### src/rtl/multiply_pipe.sv
// multiply_pipe: pipelined integer multiplier (MUL/MULH/MULHSU/MULHU) between issue queue and result bus.
// Latency: op accepted in cycle t appears on OUT_* in cycle t+NUM_STAGES+2; one op per cycle sustained.
// Backpressure: IN_stall freezes the output register; upstream slots keep collapsing bubbles until S0 is blocked (OUT_busy).
//
// Ports:
//   clk, rst                 clock, synchronous active-high reset
//   IN_valid/opcode/srcA/srcB/tagDst/sqN   op issue (opcode 0=MUL 1=MULH 2=MULHSU 3=MULHU)
//   IN_branchValid/branchSqN kill every in-flight or incoming op strictly younger than the branch
//   IN_stall                 writeback cannot take OUT this cycle
//   OUT_busy                 S0 is occupied and cannot move on (combinational)
//   OUT_valid/result/tagDst/sqN            result
//   Optional (MULTIPLY_PIPE_PERF_EN): OUT_cntIssued, OUT_cntFlushed event counters
module multiply_pipe #(
  parameter int XLEN       = 32,
  parameter int NUM_STAGES = 4,
  parameter int TAG_W      = 7,
  parameter int SQN_W      = 7
) (
  input  logic             clk,
  input  logic             rst,
  input  logic             IN_valid,
  input  logic [1:0]       IN_opcode,
  input  logic [XLEN-1:0]  IN_srcA,
  input  logic [XLEN-1:0]  IN_srcB,
  input  logic [TAG_W-1:0] IN_tagDst,
  input  logic [SQN_W-1:0] IN_sqN,
  input  logic             IN_branchValid,
  input  logic [SQN_W-1:0] IN_branchSqN,
  input  logic             IN_stall,
  output logic             OUT_busy,
  output logic             OUT_valid,
  output logic [XLEN-1:0]  OUT_result,
  output logic [TAG_W-1:0] OUT_tagDst,
  output logic [SQN_W-1:0] OUT_sqN
`ifdef MULTIPLY_PIPE_PERF_EN
  ,
  output logic [31:0]      OUT_cntIssued,
  output logic [31:0]      OUT_cntFlushed
`endif
);

  localparam int N    = NUM_STAGES;
  localparam int BITS = XLEN / NUM_STAGES;
  localparam int AW   = 2 * XLEN;

  localparam logic [1:0] OP_MUL    = 2'd0;
  localparam logic [1:0] OP_MULH   = 2'd1;
  localparam logic [1:0] OP_MULHSU = 2'd2;

  // One pipeline slot: operands are kept as magnitudes, the sign of the
  // final high word is restored at the output via the invert flag.
  typedef struct packed {
    logic [TAG_W-1:0] tag;
    logic [SQN_W-1:0] sqn;
    logic [1:0]       op;
    logic             inv;
    logic [XLEN-1:0]  a;
    logic [XLEN-1:0]  b;
    logic [AW-1:0]    acc;
  } slot_t;

  // Index 0 is S0 (input register), index k (1..N) is partial-product stage Pk.
  slot_t            slot_q [N+1];
  slot_t            slot_d [N+1];
  logic [N:0]       vld_q;
  logic [N:0]       vld_d;

  logic             o_vld_q;
  logic             o_vld_d;
  logic [XLEN-1:0]  o_res_q;
  logic [XLEN-1:0]  o_res_d;
  logic [TAG_W-1:0] o_tag_q;
  logic [TAG_W-1:0] o_tag_d;
  logic [SQN_W-1:0] o_sqn_q;
  logic [SQN_W-1:0] o_sqn_d;

  slot_t            in_slot;
  logic             a_sgn;
  logic             b_sgn;
  logic [AW-1:0]    stage_acc [N];
  logic [XLEN-1:0]  final_res;

  logic [N:0]       flush_p;
  logic             flush_o;
  logic             o_free;
  logic [N:0]       succ_free;
  logic [N:0]       move;
  logic             busy;
  logic             accept;
  logic             kill_in;
  logic             capture;

  // Wrapping sequence compare: sqn is younger than br when (sqn - br),
  // read as a signed SQN_W-bit number, is strictly positive.
  function automatic logic is_younger(input logic [SQN_W-1:0] sqn,
                                      input logic [SQN_W-1:0] br);
    logic [SQN_W-1:0] diff;
    diff = sqn - br;
    return !diff[SQN_W-1] && (diff != '0);
  endfunction

  // ---------------------------------------------------------------------
  // S0 capture: take magnitudes of signed operands, remember result sign.
  // ---------------------------------------------------------------------
  always_comb begin
    in_slot     = '0;
    a_sgn       = (IN_opcode == OP_MULH) || (IN_opcode == OP_MULHSU);
    b_sgn       = (IN_opcode == OP_MULH);
    in_slot.tag = IN_tagDst;
    in_slot.sqn = IN_sqN;
    in_slot.op  = IN_opcode;
    in_slot.a   = (a_sgn && IN_srcA[XLEN-1]) ? -IN_srcA : IN_srcA;
    in_slot.b   = (b_sgn && IN_srcB[XLEN-1]) ? -IN_srcB : IN_srcB;
    if (IN_opcode == OP_MULH) begin
      in_slot.inv = IN_srcA[XLEN-1] ^ IN_srcB[XLEN-1];
    end else if (IN_opcode == OP_MULHSU) begin
      in_slot.inv = IN_srcA[XLEN-1];
    end else begin
      in_slot.inv = 1'b0;
    end
    in_slot.acc = '0;
  end

  // ---------------------------------------------------------------------
  // Partial products: the slot at index k adds the k-th BITS-wide chunk of
  // |B| times |A|, shifted into place, on its way to index k+1.
  // ---------------------------------------------------------------------
  always_comb begin
    for (int k = 0; k < N; k++) begin
      stage_acc[k] = slot_q[k].acc
                   + ((AW'(slot_q[k].a) * AW'(slot_q[k].b[BITS*k +: BITS])) << (BITS*k));
    end
  end

  // Final result from PN. A negative high word is ~hi + carry, where the
  // carry out of the low half of the two's complement is set only if lo == 0.
  always_comb begin
    final_res = slot_q[N].acc[AW-1:XLEN];
    if (slot_q[N].op == OP_MUL) begin
      final_res = slot_q[N].acc[XLEN-1:0];
    end else if (slot_q[N].inv) begin
      final_res = ~slot_q[N].acc[AW-1:XLEN] + XLEN'(slot_q[N].acc[XLEN-1:0] == '0);
    end
  end

  // ---------------------------------------------------------------------
  // Flow control. Advance decisions ripple from the output back to S0 so a
  // slot may move into a position vacated (by advance or flush) this cycle.
  // A slot being flushed never moves; its successor sees it as empty.
  // ---------------------------------------------------------------------
  always_comb begin
    flush_p = '0;
    for (int k = 0; k <= N; k++) begin
      flush_p[k] = IN_branchValid && vld_q[k] && is_younger(slot_q[k].sqn, IN_branchSqN);
    end
    flush_o = IN_branchValid && o_vld_q && is_younger(o_sqn_q, IN_branchSqN);
    o_free  = !o_vld_q || !IN_stall || flush_o;

    succ_free    = '0;
    move         = '0;
    succ_free[N] = o_free;
    move[N]      = vld_q[N] && !flush_p[N] && succ_free[N];
    for (int k = N - 1; k >= 0; k--) begin
      succ_free[k] = !vld_q[k+1] || flush_p[k+1] || move[k+1];
      move[k]      = vld_q[k] && !flush_p[k] && succ_free[k];
    end

    // Busy deliberately ignores the flush of S0 itself, keeping the branch
    // compare off the busy path back to the issue queue.
    busy    = vld_q[0] && !succ_free[0];
    accept  = IN_valid && !busy;
    kill_in = IN_branchValid && is_younger(IN_sqN, IN_branchSqN);
    capture = accept && !kill_in;
  end

  // ---------------------------------------------------------------------
  // Next state
  // ---------------------------------------------------------------------
  always_comb begin
    vld_d    = '0;
    vld_d[0] = capture || (vld_q[0] && !flush_p[0] && !move[0]);
    slot_d[0] = capture ? in_slot : slot_q[0];

    for (int k = 1; k <= N; k++) begin
      vld_d[k]  = move[k-1] || (vld_q[k] && !flush_p[k] && !move[k]);
      slot_d[k] = slot_q[k];
      if (move[k-1]) begin
        slot_d[k]     = slot_q[k-1];
        slot_d[k].acc = stage_acc[k-1];
      end
    end

    o_vld_d = move[N] || (o_vld_q && IN_stall && !flush_o);
    o_res_d = o_res_q;
    o_tag_d = o_tag_q;
    o_sqn_d = o_sqn_q;
    if (move[N]) begin
      o_res_d = final_res;
      o_tag_d = slot_q[N].tag;
      o_sqn_d = slot_q[N].sqn;
    end
  end

  always_ff @(posedge clk) begin
    if (rst) begin
      vld_q   <= '0;
      o_vld_q <= 1'b0;
      o_res_q <= '0;
      o_tag_q <= '0;
      o_sqn_q <= '0;
    end else begin
      vld_q   <= vld_d;
      o_vld_q <= o_vld_d;
      o_res_q <= o_res_d;
      o_tag_q <= o_tag_d;
      o_sqn_q <= o_sqn_d;
    end
  end

  // Slot payloads need no reset: they are qualified by vld_q.
  always_ff @(posedge clk) begin
    for (int k = 0; k <= N; k++) begin
      slot_q[k] <= slot_d[k];
    end
  end

  assign OUT_busy   = busy;
  assign OUT_valid  = o_vld_q;
  assign OUT_result = o_res_q;
  assign OUT_tagDst = o_tag_q;
  assign OUT_sqN    = o_sqn_q;

`ifdef MULTIPLY_PIPE_PERF_EN
  logic [31:0] cnt_issued_q;
  logic [31:0] cnt_flushed_q;

  // Flushed count includes an accepted op killed on arrival.
  always_ff @(posedge clk) begin
    if (rst) begin
      cnt_issued_q  <= '0;
      cnt_flushed_q <= '0;
    end else begin
      cnt_issued_q  <= cnt_issued_q + 32'(accept);
      cnt_flushed_q <= cnt_flushed_q + 32'($countones({flush_p, flush_o, accept && kill_in}));
    end
  end

  assign OUT_cntIssued  = cnt_issued_q;
  assign OUT_cntFlushed = cnt_flushed_q;
`endif

endmodule

### config.mk
export PLATFORM = sky130hd
export DESIGN_NAME = multiply_pipe
export DESIGN_NICKNAME = d
export VERILOG_FILES = /design/src/rtl/multiply_pipe.sv
export SDC_FILE = /design/constraint.sdc
export NUM_CORES = 2
export LEC_CHECK = 0
export ABC_AREA = 1
export ABC_CLOCK_PERIOD_IN_PS = 12250
export BUFFER_PORTS_ARGS = -buffer_cell sky130_fd_sc_hd__buf_2
export CAP_MARGIN = 20
export CORE_ASPECT_RATIO = 1.1
export CORE_UTILIZATION = 66
export DETAILED_ROUTE_END_ITERATION = 8
export GPL_TIMING_DRIVEN = 0
export HOLD_SLACK_MARGIN = 0.12
export PLACE_DENSITY = 0.87
export RECOVER_POWER = 25
export SLEW_MARGIN = 0
export SYNTH_ARGS = -nofsm -noshare
export SYNTH_HDL_FRONTEND = slang
export SYNTH_SLANG_ARGS = --single-unit
### constraint.sdc
create_clock -name clk -period 12.25 [get_ports clk]
set_input_delay 2.45 -clock clk [delete_from_list [all_inputs] [get_ports clk]]
set_output_delay 2.45 -clock clk [all_outputs]
set_load 0.05 [all_outputs]
# Word-level counts from Yosys, hierarchy flattened
# Memory sizes are Yosys's and may differ from the RTL's.
# Cells that the tools add are included.
# word_totals
mem_bits_rw	725
memories	1
elab_cells	134
out_inout_bits	48
inputBits	92
ff_bits	52
# op_classes
n_mul	4
n_eq_ne	2
bitwise_logic	2
n_mux	11
reduce_logical	95
add_sub_neg	14
# mem_list
name	words	width	rd	rd_clocked_by_memory_dff	write_ports	line	text
slot_q	5	145	5	0	5	63	slot_t slot_q [N+1];
# op_table
op	n
2-to-1 mux 145 bit	5
multiplier 32 x 8 -> 40 bit	4
2-to-1 mux 32 bit	4
adder 64 x 40 -> 64 bit	1
adder 64 x 48 -> 64 bit	1
adder 64 x 56 -> 64 bit	1
adder 64 bit	1
negator 32 bit	2
nonzero test 7 bit	7
subtractor 7 bit	7
logical AND 1 bit	42
adder 32 x 1 -> 32 bit	1
zero test 32 bit	1
inverter 32 bit	1
zero test 1 bit	27
logical OR 1 bit	17
== test 2 x 1 -> 1 bit (second input constant)	1
== test 2 bit (second input constant)	1
zero test 2 bit	1
2-to-1 mux 1 bit	2
bitwise XOR 1 bit	1

# Longest topological paths before layout
# An unclocked memory read counts as a cell.
# depth
depth_word	21
depth_mapped	37
depth_no_buf	35

# Worst setup path before layout
# OpenSTA, ideal clock, no wires.
# synth_timing
kind	input to register
start	input IN_branchSqN[0]
end	memory slot_q[0][435] in the netlist's numbering (enable)
arrival_ns	8.849
setup_slack_ns	2.813
path_stages	10
setup_time_ns	0.588
t_required_ns	11.662
n_path_buf	0
path_cell_list	ha_1 -> fa_1 -> nand2_1 -> nor3b_1 -> nand3_1 -> nor2_1 -> nand3_1 -> a21boi_0 -> inv_1 -> nor2_1
# synth_lines
element	line	text
start: declaration	28	input logic [SQN_W-1:0] IN_branchSqN,
end: declaration	63	

==> run metrics <==
run status=finished, final reports clean; slew at the pin with the worst max-slew slack=1.07 ns; CTS Hold Buffers Added=0; Routed Wire Length=186000 um; DRT iter0 DRCs=4436; clk slew on worst S/H paths=0.07 ns; hold_ws=0.409 ns; Final WS setup=4.31 ns; DP HPWL=154000 um; # resized after CTS=0; Post-synth EDFFs=505; routed vias=52070; max_cap viols=0; layout cells sized above 1=5.21%; I/O Buffers=138; crit-path max FO=10; Syn Nets=8882; first-pass GRT wire length=287000 um; DRC Markers=0; synth unique cells=61; startpoint types=flop; fin crit period=7.94 ns; Root Buffer Master=clkbuf_16; worst skew pair latency=0.73 ns; Mapped Avg Cell Area=8.15 um^2; Sink Count=557; Hold Path Class=reg -> reg; Final setup viols=0; Num CTS Buffers=61; WS Path Type=reg -> reg; area grow syn2layout=7.50%; clk buf depth=3; ANT nets after route=0; Final TNS setup=0 ns; io pins=140; CP Capture Type=flop; dominant synthesized flop cell=edfxtp_1; Worst slew margin=28.6%; #FFs+latches synth=557; Seq/Total Area, Yosys=26.0%; depth of the CTS H-tree=2; RePlAce Congestion=1.01; Mapped Cells=7651; crit path DAT=8.35 ns; CTS tree=yes; Tcrit/Tclk final=64.8%; Achievable Freq=126 MHz; die extent in y=324 um; DRT Pass-1 Iters=9; post-synthesis async set-or-reset flop share=0%; RSZ-0062 raised after global routing=false; yosys warns=0; Row Count=117; DIE AREA=95700 um^2; pre-CTS setup slack=4.45 ns; die width=295 um; largest cells by area after synthesis=edfxtp_1 (24%), fa_1 (23%), nand2_1 (11%); Mapped Area=62400 um^2; grt ovf=0; share of the synthesized area in the top cell type=24.3%; Core Region=93100 um^2; final net count=9092; # fillers=7231; vias in the first global route=52663; GRT Overall Usage=39.4%; routed vias/inst=5.68; CP required=12.66 ns; post-route clock skew=0.0679 ns; setup repair bufs after CTS=0; initial antenna violation count=1; Final Hold Fails=0; Slew Limit Fails=0; wire per inst=20.3 um; area leader, netlist=edfxtp_1; initial core utilization=67.0%; maximum number of pins on one net before global-route repair=91
## per-layer routing
metal  wire length (um)  vias to the layer above  track usage (%)
met5                 13                        -                0
met4              17100                        2             30.3
met3              15200                      765             6.52
met2              86200                     2647             63.5
met1              67400                    24756             47.1
li1                   -                    23900                -
## final cells by class
class                      instances  area, um^2  area share [%]
multi-input combinational       5045       38300            57.1
sequential                       557       16200            24.2
inverter                        1790        6730            10.0
tap                             1249        1560            2.33
clock buffer                      65        1540            2.30
buffer                           259        1160            1.73
timing repair buffer             147         890            1.33
clock inverter                    50         653           0.974
antenna                            1        2.50         0.00373
## flip-flops by register name, summed over array words and instances (netlist names)
register	count
slot_q	505
vld_q	5
OUT_result	32
OUT_sqN	7
OUT_valid	1
OUT_tagDst	7
## cells in the final DEF, fill, tap and decap left out, drive strengths merged, types with 3 or more instances in the layout
cell type  synthesis  routed
nor3              51      51
a21boi            17      17
clkinvlp           0       7
a21oi            384     384
o31ai              6       6
dfxtp             52      52
nand2           1907    1907
clkbuf           244     314
a31oi             69      69
o21a              20      20
nand3b            11      11
edfxtp           505     505
nand3            196     196
clkinv             1      24
o21ai            276     276
a211oi             6       6
or2               15      15
xor2             198     198
ha               409     409
bufinv             0      10
nor2             450     450
o221ai             5       5
xnor2            115     115
a221oi             4       4
o21bai            24      24
fa               730     730
nand4             59      59
and2               3       3
nor4              31      31
inv             1789    1799
o211ai             9       9
and3               3       3
buf               15     157
a21o              32      32
## cells by family (layout without fill, tap and decap cells)
| group | after synthesis | after routing | share of synthesized area [%] |
|---|---|---|---|
| AO/OA/AOI/OAI | 861 | 861 | 7.76 |
| XOR/XNOR | 313 | 313 | 4.40 |
| adder cells (fa/ha/maj) | 1139 | 1139 | 31.6 |
| buffers and inverters | 2049 | 2311 | 12.6 |
| flip-flops | 557 | 557 | 26.0 |
| other | 0 | 1 | 0 |
| AND/OR/NAND/NOR | 2732 | 2732 | 17.6 |
## stage by stage
step	cell area [um^2]	cells	util, %
finish	67000	9163	72.0
global route	67000	9162	72.0
CTS	67000	9162	72.0
detailed placement	64800	9047	69.6
global placement	64600	9038	69.4
floorplan	62400	7651	-
## synthesized netlist by cell type (all sizes together) (2+ instances only)
cell,instances
nand2,1907
inv,1789
fa,730
edfxtp,505
nor2,450
ha,409
a21oi,384
o21ai,276
clkbuf,244
xor2,198
nand3,196
xnor2,115
a31oi,69
nand4,59
dfxtp,52
nor3,51
a21o,32
nor4,31
o21bai,24
o21a,20
a21boi,17
buf,15
or2,15
nand3b,11
o211ai,9
a211oi,6
o31ai,6
o221ai,5
a221oi,4
and2,3
and3,3
a22oi,2
a31o,2
nor3b,2
o22ai,2
o31a,2
## critical path: stages, from the launching register on
cell and delay, ns:
edfxtp_1 0.56, clkbuf_1 0.50, nand2_1 0.10, inv_1 0.10
fa_1 0.43, fa_1 0.53, fa_1 0.55, inv_1 0.05
fa_1 0.56, inv_1 0.05, ha_1 0.41, a21oi_1 0.46
o21ai_0 0.23, a21oi_1 0.17, nand2_1 0.10, a21oi_1 0.38
o21bai_1 0.13, xor2_1 0.45, ha_1 0.35, nand2_1 0.10
inv_1 0.05, a21oi_1 0.21, o21ai_0 0.16, a21oi_1 0.23
nand2_1 0.08, a31oi_1 0.38, nor2_2 0.12, nor3b_2 0.18
## final timing paths
| path | from | to | slack (ns) | cells after the start |
|---|---|---|---|---|
| max reg2reg | slot_q[0][224] | slot_q[0][338] | 4.31 | 27 |
| min | slot_q[0][302] | slot_q[0][447] | 0.41 | 0 |
| min reg2reg | slot_q[0][302] | slot_q[0][447] | 0.41 | 0 |
| max | slot_q[0][224] | slot_q[0][338] | 4.31 | 27 |
Power is not shown: default switching activity piles up to over one toggle a cycle in this logic, so the estimate is an artifact.
